--- src/rtl/puf_challenge_ctrl.sv ---
`timescale 1ns/1ps
// puf_challenge_ctrl: runs REPEATS clear/excite/settle/sample evaluations of the PUF datapath
// per challenge and returns the majority-voted response bit over a valid/ready handshake.
module puf_challenge_ctrl #(
  parameter int N       = 128,
  parameter int PULSES  = 64,
  parameter int HALF    = 2,
  parameter int SETTLE  = 8,
  parameter int REPEATS = 3,
  parameter int VW      = $clog2(REPEATS + 1)
) (
  input  logic          clk,
  input  logic          reset,
  input  logic          req_valid,
  output logic          req_ready,
  input  logic [N-1:0]  req_chal,
  output logic [N-1:0]  puf_sel,
  output logic          puf_in,
  output logic          puf_rst,
  input  logic          puf_out,
  output logic          rsp_valid,
  input  logic          rsp_ready,
  output logic          rsp_bit,
  output logic [VW-1:0] rsp_votes,
  output logic          busy
);
  localparam int EXC = 2 * HALF * PULSES;
  localparam int CW  = $clog2(EXC > SETTLE ? EXC : SETTLE) + 1;
  localparam int HW  = $clog2(HALF + 1);
  localparam int RW  = $clog2(REPEATS + 1);

  typedef enum logic [2:0] {S_IDLE, S_CLEAR, S_EXCITE, S_SETTLE, S_SAMPLE, S_DONE} state_t;

  state_t        r_state, w_state_n;
  logic [CW-1:0] r_cnt, w_cnt_n;
  logic [HW-1:0] r_half, w_half_n;
  logic [RW-1:0] r_rep, w_rep_n;
  logic [VW-1:0] r_votes, w_votes_n;
  logic [N-1:0]  r_sel, w_sel_n;
  logic          r_in, w_in_n;
  logic          r_rst, w_rst_n;
  logic [1:0]    r_sync;
  logic          w_half_end;
  logic          w_last_rep;

  assign w_half_end = r_half == HW'(HALF - 1);
  assign w_last_rep = r_rep == RW'(REPEATS - 1);

  always_ff @(posedge clk or posedge reset)
    if (reset) begin
      r_state <= S_IDLE;
      r_cnt   <= '0;
      r_half  <= '0;
      r_rep   <= '0;
      r_votes <= '0;
      r_sel   <= '0;
      r_in    <= 1'b0;
      r_rst   <= 1'b1;
      r_sync  <= '0;
    end else begin
      r_state <= w_state_n;
      r_cnt   <= w_cnt_n;
      r_half  <= w_half_n;
      r_rep   <= w_rep_n;
      r_votes <= w_votes_n;
      r_sel   <= w_sel_n;
      r_in    <= w_in_n;
      r_rst   <= w_rst_n;
      r_sync  <= {r_sync[0], puf_out};
    end

  // puf_in/puf_rst are registered, so they are derived from the next state and next counters
  always_comb begin
    w_state_n = r_state;
    w_cnt_n   = r_cnt + 1'b1;
    w_half_n  = '0;
    w_in_n    = 1'b0;
    w_rep_n   = r_rep;
    w_votes_n = r_votes;
    w_sel_n   = r_sel;
    case (r_state)
      S_IDLE: begin
        w_cnt_n = '0;
        if (req_valid) begin
          w_state_n = S_CLEAR;
          w_sel_n   = req_chal;
          w_rep_n   = '0;
          w_votes_n = '0;
        end
      end
      S_CLEAR:
        if (r_cnt == CW'(1)) begin
          w_state_n = S_EXCITE;
          w_cnt_n   = '0;
        end
      S_EXCITE: begin
        w_half_n = w_half_end ? '0 : r_half + 1'b1;
        w_in_n   = w_half_end ? ~r_in : r_in;
        if (r_cnt == CW'(EXC - 1)) begin
          w_state_n = S_SETTLE;
          w_cnt_n   = '0;
          w_in_n    = 1'b0;
        end
      end
      S_SETTLE:
        if (r_cnt == CW'(SETTLE - 1)) begin
          w_state_n = S_SAMPLE;
          w_cnt_n   = '0;
        end
      S_SAMPLE: begin
        w_cnt_n   = '0;
        w_votes_n = (r_votes == VW'(REPEATS)) ? r_votes : r_votes + VW'(r_sync[1]);
        w_state_n = w_last_rep ? S_DONE : S_CLEAR;
        w_rep_n   = w_last_rep ? r_rep : r_rep + 1'b1;
      end
      S_DONE: begin
        w_cnt_n = '0;
        if (rsp_ready) w_state_n = S_IDLE;
      end
      default: w_state_n = S_IDLE;
    endcase
    w_rst_n = w_state_n inside {S_IDLE, S_CLEAR, S_DONE};
  end

  assign req_ready = r_state == S_IDLE;
  assign busy      = r_state != S_IDLE;
  assign rsp_valid = r_state == S_DONE;
  assign rsp_bit   = r_votes > VW'(REPEATS / 2);
  assign rsp_votes = r_votes;
  assign puf_sel   = r_sel;
  assign puf_in    = r_in;
  assign puf_rst   = r_rst;
endmodule

--- config.mk ---
export PLATFORM = sky130hd
export DESIGN_NAME = puf_challenge_ctrl
export DESIGN_NICKNAME = d
export VERILOG_FILES = /design/src/rtl/puf_challenge_ctrl.sv
export SDC_FILE = /design/constraint.sdc
export NUM_CORES = 1
export LEC_CHECK = 0
export BUFFER_PORTS_ARGS = -buffer_cell sky130_fd_sc_hd__buf_2
export CAP_MARGIN = 30
export CORE_ASPECT_RATIO = 0.7
export CORE_MARGIN = 2
export CORE_UTILIZATION = 25
export CTS_BUF_LIST = sky130_fd_sc_hd__clkbuf_4 sky130_fd_sc_hd__clkbuf_8 sky130_fd_sc_hd__clkbuf_16
export DETAILED_ROUTE_END_ITERATION = 7
export GPL_ROUTABILITY_DRIVEN = 0
export GPL_TIMING_DRIVEN = 0
export SLEW_MARGIN = 25
export SYNTH_ARGS = -nofsm -noshare
export SYNTH_HDL_FRONTEND = slang
export SYNTH_SLANG_ARGS = --single-unit
export TNS_END_PERCENT = 1
--- constraint.sdc ---
create_clock -name clk -period 12.99 [get_ports clk]
set_clock_uncertainty 0.15 [all_clocks]
set_input_delay 1.299 -clock clk [delete_from_list [all_inputs] [get_ports clk]]
set_output_delay 1.299 -clock clk [all_outputs]
set_load 0.02 [all_outputs]
## After elaboration in Yosys (flattened, before gate mapping)

Index checks and enable logic that the tools add are counted.

- Bits in registers: 150
- Input port bits: 133
- Output and inout port bits: 136
- Logic and storage cells: 62

- Add/sub/neg operators: 4
- $lt $le $gt $ge: 1
- Equality and inequality tests: 17
- Muxes and demuxes: 21
- Bitwise operators: 1
- Reduce and logical (&&, ||, !) cells: 9

Operators by type and width:

| cell | number |
|---|---|
| $pmux W9 S4 | 1 |
| $mux W9 | 3 |
| $mux W3 | 6 |
| $pmux W3 S6 | 1 |
| $mux W2 | 5 |
| $add A9 B1 Y9 const B | 1 |
| $eq A3 B3 Y1 const B | 3 |
| $eq A9 B1 Y1 const B | 1 |
| $eq A9 B3 Y1 const B | 1 |
| $eq A9 B8 Y1 const B | 1 |
| $pmux W2 S2 | 2 |
| $eq A3 B1 Y1 const B | 2 |
| $eq A3 B2 Y1 const B | 2 |
| $logic_not A3 Y1 | 2 |
| $ne A2 B2 Y1 const B | 3 |
| $reduce_and A3 Y1 | 2 |
| $reduce_bool A3 Y1 | 2 |
| $add A2 B1 Y2 const B | 2 |
| $eq A2 B2 Y1 const B | 2 |
| $mux W1 | 3 |
| $ne A3 B3 Y1 const B | 1 |
| $reduce_or A3 Y1 | 1 |
| $add A2 B1 Y2 | 1 |
| $eq A2 B1 Y1 const B | 1 |
| 4 further kinds | 4 |

## Logic depth before layout (Yosys ltp)

Gate-level depths: netlist (run 1).

- Depth in word-level cells: 5
- Gate-level depth with buffers: 8
- Gate-level depth less buffers: 8

## Worst setup path after synthesis (run 1)

Ideal clock, no wire load.

- Path type: register -> output
- Start: reg r_state[2]
- End: out req_ready
- Arrival time: 1.134 ns
- Data required time: 11.541 ns
- Path slack: 10.407 ns
- Stages on the path, launching flop included: 5
- Buffers on the path: 1
- Cells stage by stage: dfrtp_1 buf_2 nor2_1 nand2_1 inv_1

- Longest elaborated chain between the ends: 1

Ends and longest elaborated chain:

| item | line | RTL |
|---|---|---|
| from (decl) | 34 | `state_t r_state, w_state_n;` |
| from (signal assigned) | 61 | `r_state <= w_state_n;` |
| $logic_not A3 Y1 | 125 | `assign req_ready = r_state == S_IDLE;` |
| to (decl) | 15 | `output logic req_ready,` |

No other way between the ends.

## Worst setup path after layout (run 1)

- Start: reg r_state[1]
- End: out rsp_valid

- Longest elaborated chain between the ends: 1

Ends and longest elaborated chain:

| item | line | RTL |
|---|---|---|
| $eq A3 B3 Y1 | 127 | `assign rsp_valid = r_state == S_DONE;` |
| to (decl) | 21 | `output logic rsp_valid,` |

No other way between the ends.

==> reports/results.tsv, run 1 <==
stage	metric	value	unit
timing	worst_pin_slew	648	ps
drt	wire_per_inst	14.5	µm
run	drv_cap	0	
power	peakVddDrop	0.126	mV
synth	synth.distinct_cells	32	
grt	grt_max_degree	87	
floorplan	core_area	22800	µm²
synth	syn_nets	525	
synth	yosys-top-cells-area	dfrtp_1, mux2_2, ha_1, buf_4, nor2_1	
hold_path	min-delay-start	r_sync[0]	
critical_path	path_cells	clkbuf_1, inv_1, and3_1, buf_2	
synth	synth.top_cell.area_share	0.637	
place	port_buffers	268	
outcome	status	completed	
synth	yosys_warnings	0	
timing	whs	202	ps
critical_path	cp_slowest_stage_delay	450	ps
clocking	cts_tree	yes	
power	power.leakage	3.99	nW
cells_and_area	layout_common_cells	buf_2, dfrtp_1, mux2_2	
timing	maxSlewViolCount	0	
clocking	root_buffer	clkbuf_16	
timing	fmax	315	MHz
clocking	cts_num_sinks	150	
hold_path	hold_path_depth	0	
timing	rsz0062_at_grt	no	
critical_path	timing.rr.end	r_cnt[2]	
cells_and_area	multi_input_area	1950	µm²
place	hpwl	10.7	mm
critical_path	rrSetupSlack	10680	ps
drt	antenna_left	0	
clocking	cts_setup_buffers	0	
timing	hold_viol	0	
critical_path	cp.required	11540	ps
floorplan	initial_utilization	0.257	
synth	synth-edff-count	0	
timing	setup_viol	0	
clocking	cts_buffers	17	
floorplan	pin_count	269	
drt	vias	4048	
timing	finalCritPeriodShare	0.245	
grt	grt_overflow_total	0	
synth	seq_area_frac_synth	0.642	
floorplan	die_h	132	µm
hold_path	holdPathEnd	r_sync[1]	
timing	slew_headroom	0.568	
cells_and_area	drive_gt1_frac	0.655	
timing	min_period	3180	ps
cells_and_area	final_common_cell	buf_2	
critical_path	cp_num_buf_inv	3	
drt	drt_pre_antenna_iters	4	
synth	ys.flop_type	dfrtp_1	
critical_path	timing.rr.start	r_cnt[0]	
drt	drc	0	
critical_path	cp_slowest_cell	dfrtp_1	
synth	netlist_instances	386	
clocking	holdBufCountCts	0	
synth	netlist_area	5850	µm²
synth	synth_top_area_cell	dfrtp_1	
drt	wl	14.5	mm
synth	avgSynthCellArea	15.2	µm²
timing	tns	0	ps
clocking	clk_pin_slew	70	ps
clocking	cts_buffer_depth	2	
cells_and_area	syn2layout_area_growth	41.1	%
cells_and_area	register_area	3750	µm²
floorplan	num_rows	46	
critical_path	critPathTopFamily	buffers and inverters	
clocking	clkLatencyLatePin	430	ps
clocking	cts_resized	0	
floorplan	die_w	187	µm
grt	grt_antenna_before_repair	0	
critical_path	cp-end-kind	output pin	
power	power_density	267	nW/µm²
grt	grt_use_total	0.124	
clocking	htree_num_levels	4	
drt	drt_iter0_markers	90	
grt	grt_pass1_wl	23.7	mm
synth	synthArstFlopShare	1.00	
critical_path	critical_path.max_fanout	10	
cells_and_area	fillCellCount	2270	
critical_path	cp_num_cells	4	
critical_path	worst_ep_arrival_time	1730	ps
critical_path	worst-setup-path-type	reg2out	
cells_and_area	final_nets	813	
hold_path	min_path_type	reg2reg	
floorplan	dieArea	24700	µm²
drt	via_per_inst	4.05	
cells_and_area	n_antenna_cell	0	
critical_path	rr_worst_depth	8	
grt	grt_pass1_vias	4338	
synth	synth_seq_cells	150	
critical_path	worstSetupStartpointType	flop	
power breakdown:
| group | switching, mW | internal (mW) |
|---|---|---|
| logic | 0.508 | 0.374 |
| registers | 0.105 | 0.688 |
| clock network | 0.198 | 0.334 |
layout make-up:
class,instances,share of cell area
buffer,19,0.0139
clock buffer,20,0.0558
clock inverter,12,0.0212
inverter,9,0.00500
multi-input combinational,208,0.236
sequential,150,0.455
tap,312,0.0473
timing repair buffer,269,0.166
metrics by stage:
stage,area [µm²],setup WS (ps),utilization,instances,power [mW]
3_3_place_gp,7580,5530,0.333,966,1.68
2_1_floorplan,5850,7510,-,386,1.37
6_report,8250,9810,0.362,999,2.21
5_1_grt,8250,9660,0.362,999,2.34
3_5_place_dp,7620,9700,0.334,967,1.70
4_1_cts,8250,9770,0.362,999,2.24
cell families (layout without fill, tap and decap cells):
group                      after synthesis  after routing  synth area share
xor gates and xnor gates                 7              7            0.0105
buffers and inverters                   28            329            0.0254
and+or+nand+nor                         50             50            0.0438
AOI/OAI and AO/OA                       17             17            0.0195
adders and majority gates                6              6            0.0128
DFF                                    150            150             0.642
muxes                                  128            128             0.246
synthesized netlist by cell type, drive strengths merged (2+ instances only):
cell and count:
nand3 7, buf 17, o21ai 3, and3 2, o211ai 2, nor2b 3, a22oi 2, ha 6
xnor2 5, clkbuf 2, xor2 2, inv 9, nor3b 3, a21oi 4, nand2 10, o21bai 2
dfrtp 149, nor2 16, nor3 3, mux2 128
metal layers:
metal  track usage  up-vias  part of all wire
li1              -     1931                 -
met1         0.162     1923              0.46
met2         0.181      181              0.44
met3        0.0500       13             0.085
met4        0.0516        0             0.014
met5             0        -                 0
worst max path at each step:
| stage | start | end |
|---|---|---|
| after floorplan | reset | puf_in |
| after global placement | reset | puf_sel[8] |
| after detailed placement | req_valid | puf_sel[72] |
| after CTS | r_state[1] | rsp_valid |
| after global routing | r_state[1] | rsp_valid |
| final | r_state[1] | rsp_valid |
worst register-to-register path: stages (launching register included):
cell and delay (ps):
dfrtp_1 400, ha_1 270, nand3_1 90, or2_2 290, inv_1 60, ha_1 190, o21bai_1 80, a22oi_1 510
nor2_1 130
state kept, by name (all words and copies together) (netlist names):
signal	flops
puf_sel	128
r_cnt	9
rsp_votes	2
r_rep	2
r_state	3
puf_rst	1
puf_in	1
r_half	2
r_sync	2
(Power assumes the default switching activity.)
==> run 2: changes to the inputs <==
Settings changed: ABC_AREA set to 1.
Clock period 12.99 ns to 2.8 ns, I/O delays scaled along.
==> run 2 against run 1 <==
First-iteration DRC count rose by 98%. Power rose to 4.6 times the previous value. Via count up 43%. Register-to-register slack got worse by 10000 ps. Flip-flop and latch count did not move. Clock power grew to 4.4 times the previous value. Utilization grew 5.0 points. Die area rose by 2.1%. Synthesized cell count is 79% higher. Cell count increased by 44%. Count of clock-buffer cells in the layout increased by 4. Highest routed layer unchanged.
==> reports/results.tsv, run 2 <==
stage	metric	value	unit	change
timing	slew_headroom	0.709		+0.141
synth	yosys-top-cells-area	dfrtp_1, nand2_1, inv_1, buf_2, ha_1		
clocking	clkLatencyLatePin	420	ps	about the same
power	power_density	1040	nW/µm²	+290%
drt	drc	0		unchanged
hold_path	min-delay-start	rsp_ready		
timing	rsz0062_at_grt	no		
timing	maxSlewViolCount	0		unchanged
cells_and_area	final_area	9720	µm²	+18%
grt	grt_pass1_wl	30.1	mm	+27%
synth	synth-edff-count	0		unchanged
clocking	cts_buffer_depth	2		unchanged
drt	drt_iter0_markers	178		+98%
synth	ys_top_cells_by_count	nand2_1, dfrtp_1, inv_1, buf_2, nor2_1		
drt	via_per_inst	4.01		-1.0%
timing	setup_slack	692	ps	-9120 ps
place	port_buffers	268		unchanged
grt	grt_pass1_vias	5944		+37%
critical_path	worst-setup-path-type	reg2reg		
floorplan	pin_count	269		unchanged
power	power.leakage	5.51	nW	+38%
hold_path	min_path_type	in2reg		
floorplan	num_rows	47		+2.2%
timing	setup_viol	0		unchanged
timing	finalCritPeriodShare	0.753		
critical_path	crit_start	r_cnt[0]		
clocking	htree_num_levels	4		unchanged
cells_and_area	syn2layout_area_growth	62.6	%	
synth	yosys_warnings	0		unchanged
cells_and_area	layout_common_cells	nand2_1, buf_2, dfrtp_1		
critical_path	cp.required	2970	ps	-8570 ps
clocking	cts_num_sinks	150		unchanged
timing	whs	98.0	ps	-104 ps
synth	seq_area_frac_synth	0.628		-0.0134
place	dpl_cell_area	7820	µm²	+2.6%
critical_path	critical_path.max_fanout	8		-2
grt	grt_overflow_total	0		unchanged
clocking	holdBufCountCts	130		+130
synth	syn_nets	829		+58%
place	dpl.cell_count	1281		+32%
cells_and_area	drive_gt1_frac	0.306		-0.349
synth	ys.flop_type	dfrtp_1		
clocking	root_buffer	clkbuf_16		
synth	netlist_area	5980	µm²	+2.1%
cells_and_area	final_nets	1251		+54%
floorplan	dieArea	25200	µm²	+2.1%
cells_and_area	n_antenna_cell	0		unchanged
cells_and_area	instances_no_fill	1443		+44%
timing	worst_pin_slew	435	ps	-213 ps
outcome	status	completed		
clocking	cts_buffers	17		unchanged
drt	drt_pre_antenna_iters	5		+1
power	peakVddDrop	0.556	mV	+340%
clocking	cts_resized	0		unchanged
synth	netlist_instances	690		+79%
clocking	cts_setup_buffers	0		unchanged
cells_and_area	largest_reg_flops	128		unchanged
critical_path	worst_ep_arrival_time	2280	ps	+550 ps
synth	avgSynthCellArea	8.66	µm²	-43%
drt	vias	5787		+43%
timing	tns	0	ps	unchanged
critical_path	timing.rr.start	r_cnt[0]		
floorplan	die_h	133	µm	+1.0%
synth	synth.distinct_cells	21		-34%
synth	synthArstFlopShare	1.00		unchanged
grt	grt_max_degree	30		-66%
cells_and_area	final_common_cell	nand2_1		
floorplan	die_w	189	µm	+1.0%
clocking	cts_tree	yes		
place	place_ws	661	ps	-9040 ps
timing	fmax	474	MHz	
run	drv_cap	0		unchanged
grt	grt_antenna_before_repair	1		+1
floorplan	initial_utilization	0.253		-0.00329
drt	wl	18.5	mm	+28%
critical_path	worstSetupStartpointType	flop		
clocking	clk_pin_slew	60	ps	about the same
floorplan	core_area	23600	µm²	+3.5%
timing	hold_viol	0		unchanged
synth	synth.top_cell.area_share	0.624		-0.0133
grt	grt_use_total	0.151		+0.0269
place	hpwl	12.3	mm	+15%
critical_path	cp-end-kind	flop		
synth	synth_seq_cells	150		unchanged
drt	wire_per_inst	12.8	µm	-11%
timing	min_period	2110	ps	
synth	synth_top_area_cell	dfrtp_1		
synth	synth.most_common_cell	nand2_1		
drt	antenna_left	0		unchanged
## run 2: cell types whose count changed in the layout (fill, tap and decap cells not counted), moves of 3 or more
cell / delta
nand2_1: +408
dlygate4sd3_1: +130
mux2_2: -128
inv_1: +23
buf_2: +11
buf_12: +5
xnor2_1: -5
inv_2: +4
nand3_1: +3
nor2b_1: -3
nor3b_1: -3
## run 2: cell type report
cell class	count	area, µm²
timing repair buffer	403	2740
multi-input combinational	475	1920
sequential	150	3750
clock inverter	8	96.3
clock buffer	24	503
fill	2282	13900
buffer	29	170
tap	318	398
inverter	36	139
## run 2: critical path, cell delays in order, from the launching register on
cell and delay (ps):
dfrtp_1 390, ha_1 190, nand2_1 80, nor2_1 160, nand4_1 130, nor2_1 150
ha_1 220, nor2_1 60, nor2_1 110, nand3_2 190, nand2_1 120, nor2_1 40
## run 2: metal layers
metal / GRT usage / share of wire / up-vias / routed length, µm
li1: - / - / 2916 / -
met1: 0.193 / 0.46 / 2633 / 8530
met2: 0.243 / 0.45 / 220 / 8300
met3: 0.0511 / 0.079 / 18 / 1460
met4: 0.0443 / 0.013 / 0 / 247
met5: 0 / 0 / - / 0
## run 2: stage by stage
| step | total power [mW] | util |
|---|---|---|
| final | 10.1 | 0.412 |
| after global routing | 10.9 | 0.412 |
| after CTS | 10.2 | 0.412 |
| after detailed placement | 7.68 | 0.332 |
| after global placement | 7.59 | 0.327 |
| after floorplan | 6.11 | - |
## run 2: report_power, final
| part | switching (mW) | internal [mW] | total (mW) |
|---|---|---|---|
| sequential | 0.500 | 3.11 | 3.61 |
| combinational | 2.78 | 1.41 | 4.19 |
| clock | 0.899 | 1.43 | 2.33 |
## run 2: final timing paths
| path | endpoint | cells past startpoint | slack, ps |
|---|---|---|---|
| min | r_state[2] | 4 | 100 |
| min reg2reg | r_sync[1] | 0 | 210 |
| max in group asynchronous | puf_sel[63] | 6 | 1310 |
| max | r_cnt[4] | 11 | 690 |
| max reg2reg | r_cnt[4] | 11 | 690 |
| min in group asynchronous | puf_sel[111] | 3 | 270 |
## run 2: cell families after synthesis
kind of cell    share of synthesized area
xor+xnor                          0.00440
fa+ha+maj                          0.0126
simple gates                        0.295
buf+inv                            0.0511
flops                               0.628
compound gates                    0.00837
